==> src/rtl/fpnew_req_scheduler.sv <==
// Round-robin request scheduler sharing one FPU opgroup datapath among NumReq requesters.
// Tracks per-requester in-flight operations and routes tagged responses back to their owner.
module fpnew_req_scheduler #(
    parameter int unsigned NumReq         = 2,
    parameter int unsigned MaxOutstanding = 4,
    parameter int unsigned DataWidth      = 64,
    parameter int unsigned RspWidth       = 38,
    localparam int unsigned IdWidth       = (NumReq > 1) ? $clog2(NumReq) : 1
) (
    input  logic                              clk_i,
    input  logic                              rst_ni,
    input  logic                              clr_i,
    input  logic [NumReq-1:0]                 req_valid_i,
    output logic [NumReq-1:0]                 req_ready_o,
    input  logic [NumReq-1:0][DataWidth-1:0]  req_data_i,
    output logic                              fpu_valid_o,
    input  logic                              fpu_ready_i,
    output logic [DataWidth-1:0]              fpu_data_o,
    output logic [IdWidth-1:0]                fpu_id_o,
    input  logic                              fpu_rsp_valid_i,
    output logic                              fpu_rsp_ready_o,
    input  logic [IdWidth-1:0]                fpu_rsp_id_i,
    input  logic [RspWidth-1:0]               fpu_rsp_data_i,
    output logic [NumReq-1:0]                 rsp_valid_o,
    input  logic [NumReq-1:0]                 rsp_ready_i,
    output logic [RspWidth-1:0]               rsp_data_o,
    output logic                              busy_o,
    output logic                              err_o
);

    localparam int unsigned CntWidth = $clog2(MaxOutstanding + 1);
    localparam int unsigned PtrWidth = IdWidth + 1;

    typedef enum logic {
        IDLE,
        HOLD
    } state_e;

    state_e               state_q, state_d;
    logic [IdWidth-1:0]   hold_idx_q, hold_idx_d;
    logic [IdWidth-1:0]   rr_ptr_q;
    logic [CntWidth-1:0]  cnt_q [NumReq];
    logic [CntWidth-1:0]  cnt_d [NumReq];
    logic                 err_q;

    logic [NumReq-1:0]    eligible;
    logic                 rr_found;
    logic [IdWidth-1:0]   rr_idx;
    logic [PtrWidth-1:0]  cand;
    logic                 grant_valid;
    logic [IdWidth-1:0]   grant_idx;
    logic                 issue;
    logic                 rsp_id_ok;
    logic                 rsp_hs;
    logic                 rsp_err;
    logic [NumReq-1:0]    inc_vec;
    logic [NumReq-1:0]    dec_vec;
    logic                 any_cnt;

    always_comb begin
        for (int i = 0; i < NumReq; i++) begin
            eligible[i] = req_valid_i[i] && (cnt_q[i] < CntWidth'(MaxOutstanding));
        end
    end

    // Search starts at rr_ptr and wraps; cand carries one spare bit so the sum cannot overflow.
    always_comb begin
        rr_found = 1'b0;
        rr_idx   = '0;
        cand     = '0;
        for (int k = 0; k < NumReq; k++) begin
            cand = {1'b0, rr_ptr_q} + PtrWidth'(k);
            if (cand >= PtrWidth'(NumReq)) begin
                cand = cand - PtrWidth'(NumReq);
            end
            if (!rr_found && eligible[cand[IdWidth-1:0]]) begin
                rr_found = 1'b1;
                rr_idx   = cand[IdWidth-1:0];
            end
        end
    end

    always_comb begin
        state_d     = state_q;
        hold_idx_d  = hold_idx_q;
        grant_valid = rr_found;
        grant_idx   = rr_idx;
        req_ready_o = '0;
        unique case (state_q)
            IDLE: begin
                if (rr_found && !fpu_ready_i) begin
                    state_d    = HOLD;
                    hold_idx_d = rr_idx;
                end
            end
            HOLD: begin
                grant_valid = 1'b1;
                grant_idx   = hold_idx_q;
                if (fpu_ready_i) begin
                    state_d = IDLE;
                end
            end
            default: state_d = IDLE;
        endcase
        if (grant_valid && fpu_ready_i) begin
            req_ready_o[grant_idx] = 1'b1;
        end
    end

    assign fpu_valid_o = grant_valid;
    assign fpu_id_o    = grant_idx;
    assign fpu_data_o  = req_data_i[grant_idx];
    assign issue       = grant_valid && fpu_ready_i;

    // Out-of-range tags are accepted so the bogus response drains and raises err_o instead of stalling.
    assign rsp_id_ok       = ({1'b0, fpu_rsp_id_i} < PtrWidth'(NumReq));
    assign fpu_rsp_ready_o = rsp_id_ok ? rsp_ready_i[fpu_rsp_id_i] : 1'b1;
    assign rsp_data_o      = fpu_rsp_data_i;
    assign rsp_hs          = fpu_rsp_valid_i && fpu_rsp_ready_o;
    assign rsp_err         = rsp_hs && (!rsp_id_ok || (cnt_q[fpu_rsp_id_i] == '0));

    always_comb begin
        for (int k = 0; k < NumReq; k++) begin
            rsp_valid_o[k] = fpu_rsp_valid_i && rsp_id_ok && (fpu_rsp_id_i == IdWidth'(k));
        end
    end

    always_comb begin
        any_cnt = 1'b0;
        for (int i = 0; i < NumReq; i++) begin
            inc_vec[i] = issue && (grant_idx == IdWidth'(i)) && (cnt_q[i] < CntWidth'(MaxOutstanding));
            dec_vec[i] = rsp_hs && !rsp_err && (fpu_rsp_id_i == IdWidth'(i));
            cnt_d[i]   = cnt_q[i];
            if (inc_vec[i] && !dec_vec[i]) begin
                cnt_d[i] = cnt_q[i] + CntWidth'(1);
            end else if (dec_vec[i] && !inc_vec[i]) begin
                cnt_d[i] = cnt_q[i] - CntWidth'(1);
            end
            if (cnt_q[i] != '0) begin
                any_cnt = 1'b1;
            end
        end
    end

    assign busy_o = fpu_valid_o || any_cnt;
    assign err_o  = err_q;

    // clr_i wins over any same-cycle handshake, exactly like reset.
    always_ff @(posedge clk_i or negedge rst_ni) begin
        if (!rst_ni) begin
            state_q    <= IDLE;
            hold_idx_q <= '0;
            rr_ptr_q   <= '0;
            err_q      <= 1'b0;
            for (int i = 0; i < NumReq; i++) begin
                cnt_q[i] <= '0;
            end
        end else if (clr_i) begin
            state_q    <= IDLE;
            hold_idx_q <= '0;
            rr_ptr_q   <= '0;
            err_q      <= 1'b0;
            for (int i = 0; i < NumReq; i++) begin
                cnt_q[i] <= '0;
            end
        end else begin
            state_q    <= state_d;
            hold_idx_q <= hold_idx_d;
            if (issue) begin
                rr_ptr_q <= (grant_idx == IdWidth'(NumReq - 1)) ? '0 : grant_idx + IdWidth'(1);
            end
            if (rsp_err) begin
                err_q <= 1'b1;
            end
            for (int i = 0; i < NumReq; i++) begin
                cnt_q[i] <= cnt_d[i];
            end
        end
    end

endmodule

==> config.mk <==
export PLATFORM = sky130hd
export DESIGN_NAME = fpnew_req_scheduler
export DESIGN_NICKNAME = d
export VERILOG_FILES = /design/src/rtl/fpnew_req_scheduler.sv
export SDC_FILE = /design/constraint.sdc
export NUM_CORES = 1
export LEC_CHECK = 0
export BUFFER_PORTS_ARGS = -buffer_cell sky130_fd_sc_hd__buf_4
export CAP_MARGIN = 20
export CORE_AREA = 2 2 110 112
export CTS_CLUSTER_SIZE = 40
export DETAILED_ROUTE_END_ITERATION = 6
export DIE_AREA = 0 0 112 114
export HOLD_SLACK_MARGIN = 0.08
export PLACE_DENSITY_LB_ADDON = 0.2
export REMOVE_ABC_BUFFERS = 1
export SLEW_MARGIN = 0
export SYNTH_ARGS = -nofsm -noshare
export SYNTH_HDL_FRONTEND = slang
export SYNTH_SLANG_ARGS = --single-unit
==> constraint.sdc <==
create_clock -name clk_i -period 7.4 [get_ports clk_i]
set_input_delay 0.74 -clock clk_i [delete_from_list [all_inputs] [get_ports clk_i]]
set_output_delay 0.74 -clock clk_i [all_outputs]
set_load 0.01 [all_outputs]
==> results of run 1 <==
==> worst reg2reg max path, delay by kind of cell (launching register included) <==
family	cells	cell delay [ns]
simple gates	3	0.82
fa+ha+maj	1	0.45
buf+inv	1	0.73
compound gates	2	0.34
flops	1	0.55
==> cell usage in the layout (no fill, tap or decap), drive strengths merged <==
cell type,instances
and3b,1
nor3,11
o2bb2ai,2
a211oi,2
and2,2
a211o,1
or4,1
o21ai,3
mux2,66
a21oi,1
nand2b,1
a21o,1
dfrtp,10
buf,211
o2111ai,1
fa,2
nor4,6
a2111o,2
inv,6
o32ai,2
nor2,7
clkbuf,4
nor3b,1
o31ai,2
and3,2
a31oi,3
nor2b,5
nand4b,1
o211ai,2
nand3,3
nand2,7
or3,3
nand3b,1
==> sequential cells by signal, summed over array words and instances (netlist names) <==
register    cells
cnt_q           6
err_o           1
hold_idx_q      1
state_q         1
rr_ptr_q        1
==> cell type report <==
type / count / area [µm²] / area share, %
Tap cell: 147 / 183.9 / 5.416
Sequential cell: 10 / 250.2 / 7.369
Clock buffer: 4 / 88.84 / 2.616
Timing Repair Buffer: 211 / 1584 / 46.65
Multi-Input combinational cell: 142 / 1266 / 37.29
Inverter: 6 / 22.52 / 0.6632
==> kinds of logic after synthesis <==
family / share of synthesized area, %
AOI/OAI and AO/OA: 9.820
buffers and inverters: 19.57
DFF: 13.27
adders and majority gates: 2.124
muxes: 39.42
and+or+nand+nor: 15.79
==> synth_stat cells, types with 2 or more instances <==
| cell | count |
|---|---|
| a2111o_1 | 2 |
| a211oi_1 | 2 |
| a31oi_1 | 3 |
| and2_1 | 2 |
| and3_1 | 2 |
| buf_2 | 7 |
| buf_4 | 38 |
| clkbuf_1 | 4 |
| dfrtp_1 | 10 |
| fa_1 | 2 |
| inv_1 | 6 |
| mux2_2 | 66 |
| nand2_1 | 7 |
| nand3_1 | 3 |
| nor2_1 | 7 |
| nor2b_1 | 5 |
| nor3_1 | 10 |
| nor4_1 | 6 |
| o211ai_1 | 2 |
| o21ai_0 | 3 |
| o2bb2ai_1 | 2 |
| o32ai_1 | 2 |
| or3_1 | 3 |
==> routing by layer <==
layer / GRT usage (%) / vias up / part of all wire [%]
li1: - / 1055 / -
met1: 15.03 / 1024 / 34
met2: 25.17 / 169 / 50
met3: 6.536 / 18 / 13
met4: 5.203 / 2 / 3.4
met5: 1.961 / - / 0.36
==> final timing paths <==
check                                startpoint                     end  slack, ns  cells after the start
min in group clk_i            err_o$_DFFE_PN0P_       err_o$_DFFE_PN0P_       0.51                      2
max                              req_valid_i[0]          fpu_data_o[34]       4.01                      6
min                                      rst_ni  hold_idx_q$_DFFE_PN0P_       0.33                      1
min reg2reg                   err_o$_DFFE_PN0P_       err_o$_DFFE_PN0P_       0.51                      2
max reg2reg                cnt_q[5]$_DFFE_PN0P_    cnt_q[5]$_DFFE_PN0P_       4.42                      7
max in group asynchronous                rst_ni    cnt_q[0]$_DFFE_PN0P_       6.92                      1
==> per-stage QoR <==
stage	power (mW)	instance area (µm²)	setup WS, ns
3_3_place_gp	0.3543	3307	4.011
2_1_floorplan	0.2059	1539	3.123
5_1_grt	0.4921	3396	3.881
4_1_cts	0.4672	3396	3.994
6_report	0.4626	3396	4.013
3_5_place_dp	0.3563	3307	3.996
==> power by group through the flow <==
stage	Sequential, mW	Clock (mW)	Combinational (mW)
5_1_grt	0.0711	0.113	0.308
3_5_place_dp	0.0707	0	0.286
6_report	0.0700	0.109	0.284
2_1_floorplan	0.0690	0	0.137
3_3_place_gp	0.0706	0	0.284
4_1_cts	0.0700	0.110	0.287
==> flow_summary.ini, run 1 <==
[sta]
maxSlewHeadroom_pct = 33.14
hold_viol = 0
finalSetupViolations = 0
worst_pin_slew_ns = 1.003
rsz0062_at_grt = false
tns_ns = 0
finalMaxSlewViolations = 0
hold_ws_ns = 0.3280
fmax_mhz = 295.3
skew_ns = 0.005445
period_minus_slack_ns = 3.387
period_share_pct = 45.77

[job]
maxCapViolCount = 0

[placement]
hpwl_mm = 8.642
port_buffers = 210
dp.cells = 516
gp_congestion = 0.8019

[layout]
syn_to_final_growth_pct = 80.09
final_util_pct = 29.00
nets = 552
drive_above_1_share_pct = 76.41
nFillCells = 1280
finalNonFillerCells = 520
num_antenna_cells = 0

[global_route]
antenna_found_initial = 0
grt_max_degree = 82
grt_usage_pct = 14.33
first_global_vias = 2352
grt.overflow.total = 0
grt_pass1_wl_mm = 14.21

[drt]
viasPerCell = 4.362
wl_per_cell_um = 19.11
vias = 2268
ant_nets = 0
wirelength_mm = 9.938
drtIter0Drc = 53
dr.pass1.iters = 5
drc_errors = 0

[clock_tree]
post-cts-setup-buffers = 0
cts-root-buf = clkbuf_16
cts_resized = 0
cts_buffers = 3
cts.sinks = 10
clock_latency_ns = 0.24
clockBufferDepth = 2
cts-htree-levels = 1
cts.reportedPaths.clkPinSlew_ns = 0.05
cts_tree = built
holdBufCountCts = 0

[logic_synthesis]
yosys_register_bits = 10
synth_cell_types = 37
synth.avg_cell_area_um2 = 9.065
netlist_instances = 208
synth_edf_count = 0
synth_area_um2 = 1886
yosys-top-cells-area = mux2_2 (39%), buf_4 (15%), dfrtp_1 (13%)
synth_top_area_share_pct = 39.42
synth_warnings = 0
ys_async_sr_fraction_pct = 100.0
synth-main-ff-cell = dfrtp_1
yosysTopAreaCell = mux2_2
yosysSeqAreaShare_pct = 13.27

[setup_path]
worstPathArrival_ns = 2.65
cp_top_family = buffers and inverters
end_kind = primary output
crit_path_frequent_cell = buf_4
path_cells = buf_4, nor3b_4, o31ai_4, buf_4, mux2_2, buf_4
max_stage_delay_ns = 0.73
crit_slowest_cell = buf_4
cp-start-kind = input pin
critical_path_class = in -> out
crit_buf_inv = 3
required_ns = 6.66
path_max_fanout = 81

[floorplanning]
die_w_um = 112
fp.dieH_um = 114
io_pins = 287
start_util_pct = 16.10
rows = 40
core_area_um2 = 11710
dieArea_um2 = 12770

[pwr]
power_density_nw_per_um2 = 136.2
p_int_uw = 306.7
p_leak_nw = 1.609
comb_power_share_pct = 61.3
ir_drop_mv = 0.1364
clockPowerShare_pct = 23.6
seq_power_share_pct = 15.1
power.switching_uw = 155.9
p_sw_share_pct = 33.70

[status]
status = completed

[min_path]
hold_class = in -> async
Power figures use the tool's default switching activity.
==> run 2: changes to the inputs <==
--- a/config.mk
+++ b/config.mk
@@ -7,10 +7,10 @@
 export LEC_CHECK = 0
 export BUFFER_PORTS_ARGS = -buffer_cell sky130_fd_sc_hd__buf_4
 export CAP_MARGIN = 20
-export CORE_AREA = 2 2 110 112
+export CORE_AREA = 2 2 113 115
 export CTS_CLUSTER_SIZE = 40
 export DETAILED_ROUTE_END_ITERATION = 6
-export DIE_AREA = 0 0 112 114
+export DIE_AREA = 0 0 115 117
 export HOLD_SLACK_MARGIN = 0.08
 export PLACE_DENSITY_LB_ADDON = 0.2
 export REMOVE_ABC_BUFFERS = 1
==> constraint.sdc (replaced) <==
create_clock -name clk_i -period 3.1 [get_ports clk_i]
set_input_delay 0.31 -clock clk_i [delete_from_list [all_inputs] [get_ports clk_i]]
set_output_delay 0.31 -clock clk_i [all_outputs]
set_load 0.01 [all_outputs]
==> flow_summary.ini, run 2 (same netlist as run 1, synthesis figures left out) <==
[clock_tree]
clockBufferDepth = 2
cts-root-buf = clkbuf_16
cts.sinks = 10
cts_tree = built
cts_buffers = 3
cts.reportedPaths.clkPinSlew_ns = 0.04
cts_resized = 0
cts-htree-levels = 1
clock_latency_ns = 0.24

[sta]
tns_ns = 0
period_minus_slack_ns = 2.771
maxSlewHeadroom_pct = 58.66
period_share_pct = 89.40
worst_pin_slew_ns = 0.6201
finalSetupViolations = 0
skew_ns = 0.001019
hold_ws_ns = 0.3375
rsz0062_at_grt = false
finalMaxSlewViolations = 0
hold_viol = 0
fmax_mhz = 360.8

[global_route]
grt_usage_pct = 13.19
antenna_found_initial = 0
grt.overflow.total = 0
grt_max_degree = 70
grt_pass1_wl_mm = 13.54
first_global_vias = 2288

[floorplanning]
die_w_um = 115
dieArea_um2 = 13460
io_pins = 287
start_util_pct = 15.32
core_area_um2 = 12310
rows = 41
fp.dieH_um = 117

[drt]
wl_per_cell_um = 18.54
dr.pass1.iters = 4
vias = 2235
drtIter0Drc = 113
ant_nets = 0
wirelength_mm = 9.732
viasPerCell = 4.257
drc_errors = 0

[setup_path]
critical_path_class = reg -> out
worstPathArrival_ns = 2.46
path_cells = nor3b_4, o31ai_4, buf_12, mux2_2, buf_4
path_max_fanout = 69
required_ns = 2.79
crit_slowest_cell = o31ai_4
cp-start-kind = flip-flop
max_stage_delay_ns = 0.57
end_kind = primary output

[job]
maxCapViolCount = 0

[pwr]
finalPower_mw = 1.112
p_leak_nw = 1.622
ir_drop_mv = 0.2037
power_density_nw_per_um2 = 324.1

[placement]
port_buffers = 210
hpwl_mm = 8.404
gp_congestion = 0.8127

[min_path]
hold_class = in -> reg

[layout]
syn_to_final_growth_pct = 81.88
nets = 554
final_common_cell = buf_4
final_cell_mix = buf_4 (211), mux2_2 (66), nor3_1 (10), dfrtp_1 (10)
nFillCells = 1360
regMostFlops = cnt_q
num_antenna_cells = 0
largest_reg_flops = 6
drive_above_1_share_pct = 76.27

[status]
status = completed
## run 2: changes by cell type in the layout (fill, tap and decap cells not counted), sizes merged
cell	previous run	this run
buf	211	212
dlygate4sd3	0	1
## run 2: area by class of cell
class / instances / area (µm²) / area share, %
multi-input cells: 142 / 1266 / 36.92
repair buffers: 213 / 1614 / 47.06
flip-flops and latches: 10 / 250.2 / 7.297
inverters: 6 / 22.52 / 0.6567
clock buffers: 4 / 88.84 / 2.590
well taps: 150 / 187.7 / 5.472
## run 2: repair_timing
item	in CTS	in global routing
hold endpoints to repair	10	0
endpoints found under the setup margin	0	0
setup buffers	0	0
hold buffers	1	0
## run 2: power breakdown
part	total [mW]	internal, mW	switching, mW
sequential	0.166	0.147	0.0197
combinational	0.682	0.395	0.287
clock	0.263	0.195	0.0683
## run 2: layer usage
metal	global-route usage, %	share of wire [%]	vias to the layer above
met5	1.852	0	-
met4	1.124	0.24	0
met3	10.04	17	4
met2	23.10	49	160
met1	12.86	34	1009
li1	-	-	1062
## run 2: final timing paths
kind / start / to / slack [ns] / depth (start not counted)
min reg2reg: err_o$_DFFE_PN0P_ / err_o$_DFFE_PN0P_ / 0.52 / 2
max reg2reg: cnt_q[5]$_DFFE_PN0P_ / cnt_q[4]$_DFFE_PN0P_ / 0.56 / 8
min in group asynchronous: rst_ni / cnt_q[4]$_DFFE_PN0P_ / 0.45 / 2
max in group asynchronous: rst_ni / cnt_q[2]$_DFFE_PN0P_ / 2.50 / 2
max: cnt_q[5]$_DFFE_PN0P_ / fpu_data_o[48] / 0.33 / 5
min: fpu_ready_i / state_q$_DFF_PN0_ / 0.34 / 2
## run 2: critical path, delay by kind of cell, from the launching register on
kind | cells | cell delay, ns
and+or+nand+nor | 1 | 0.10
AOI/OAI and AO/OA | 1 | 0.57
DFF | 1 | 0.55
buffers and inverters | 2 | 0.53
muxes | 1 | 0.40
## run 2: through the flow
step | util (%) | setup slack [ns] | cells | instance area (µm²)
2_1_floorplan | - | -0.8636 | 158 | 1539
3_3_place_gp | 27.05 | 0.6133 | 520 | 3331
3_5_place_dp | 27.05 | 0.5532 | 520 | 3331
4_1_cts | 27.86 | 0.3492 | 525 | 3430
5_1_grt | 27.86 | 0.2245 | 525 | 3430
6_report | 27.86 | 0.3287 | 525 | 3430
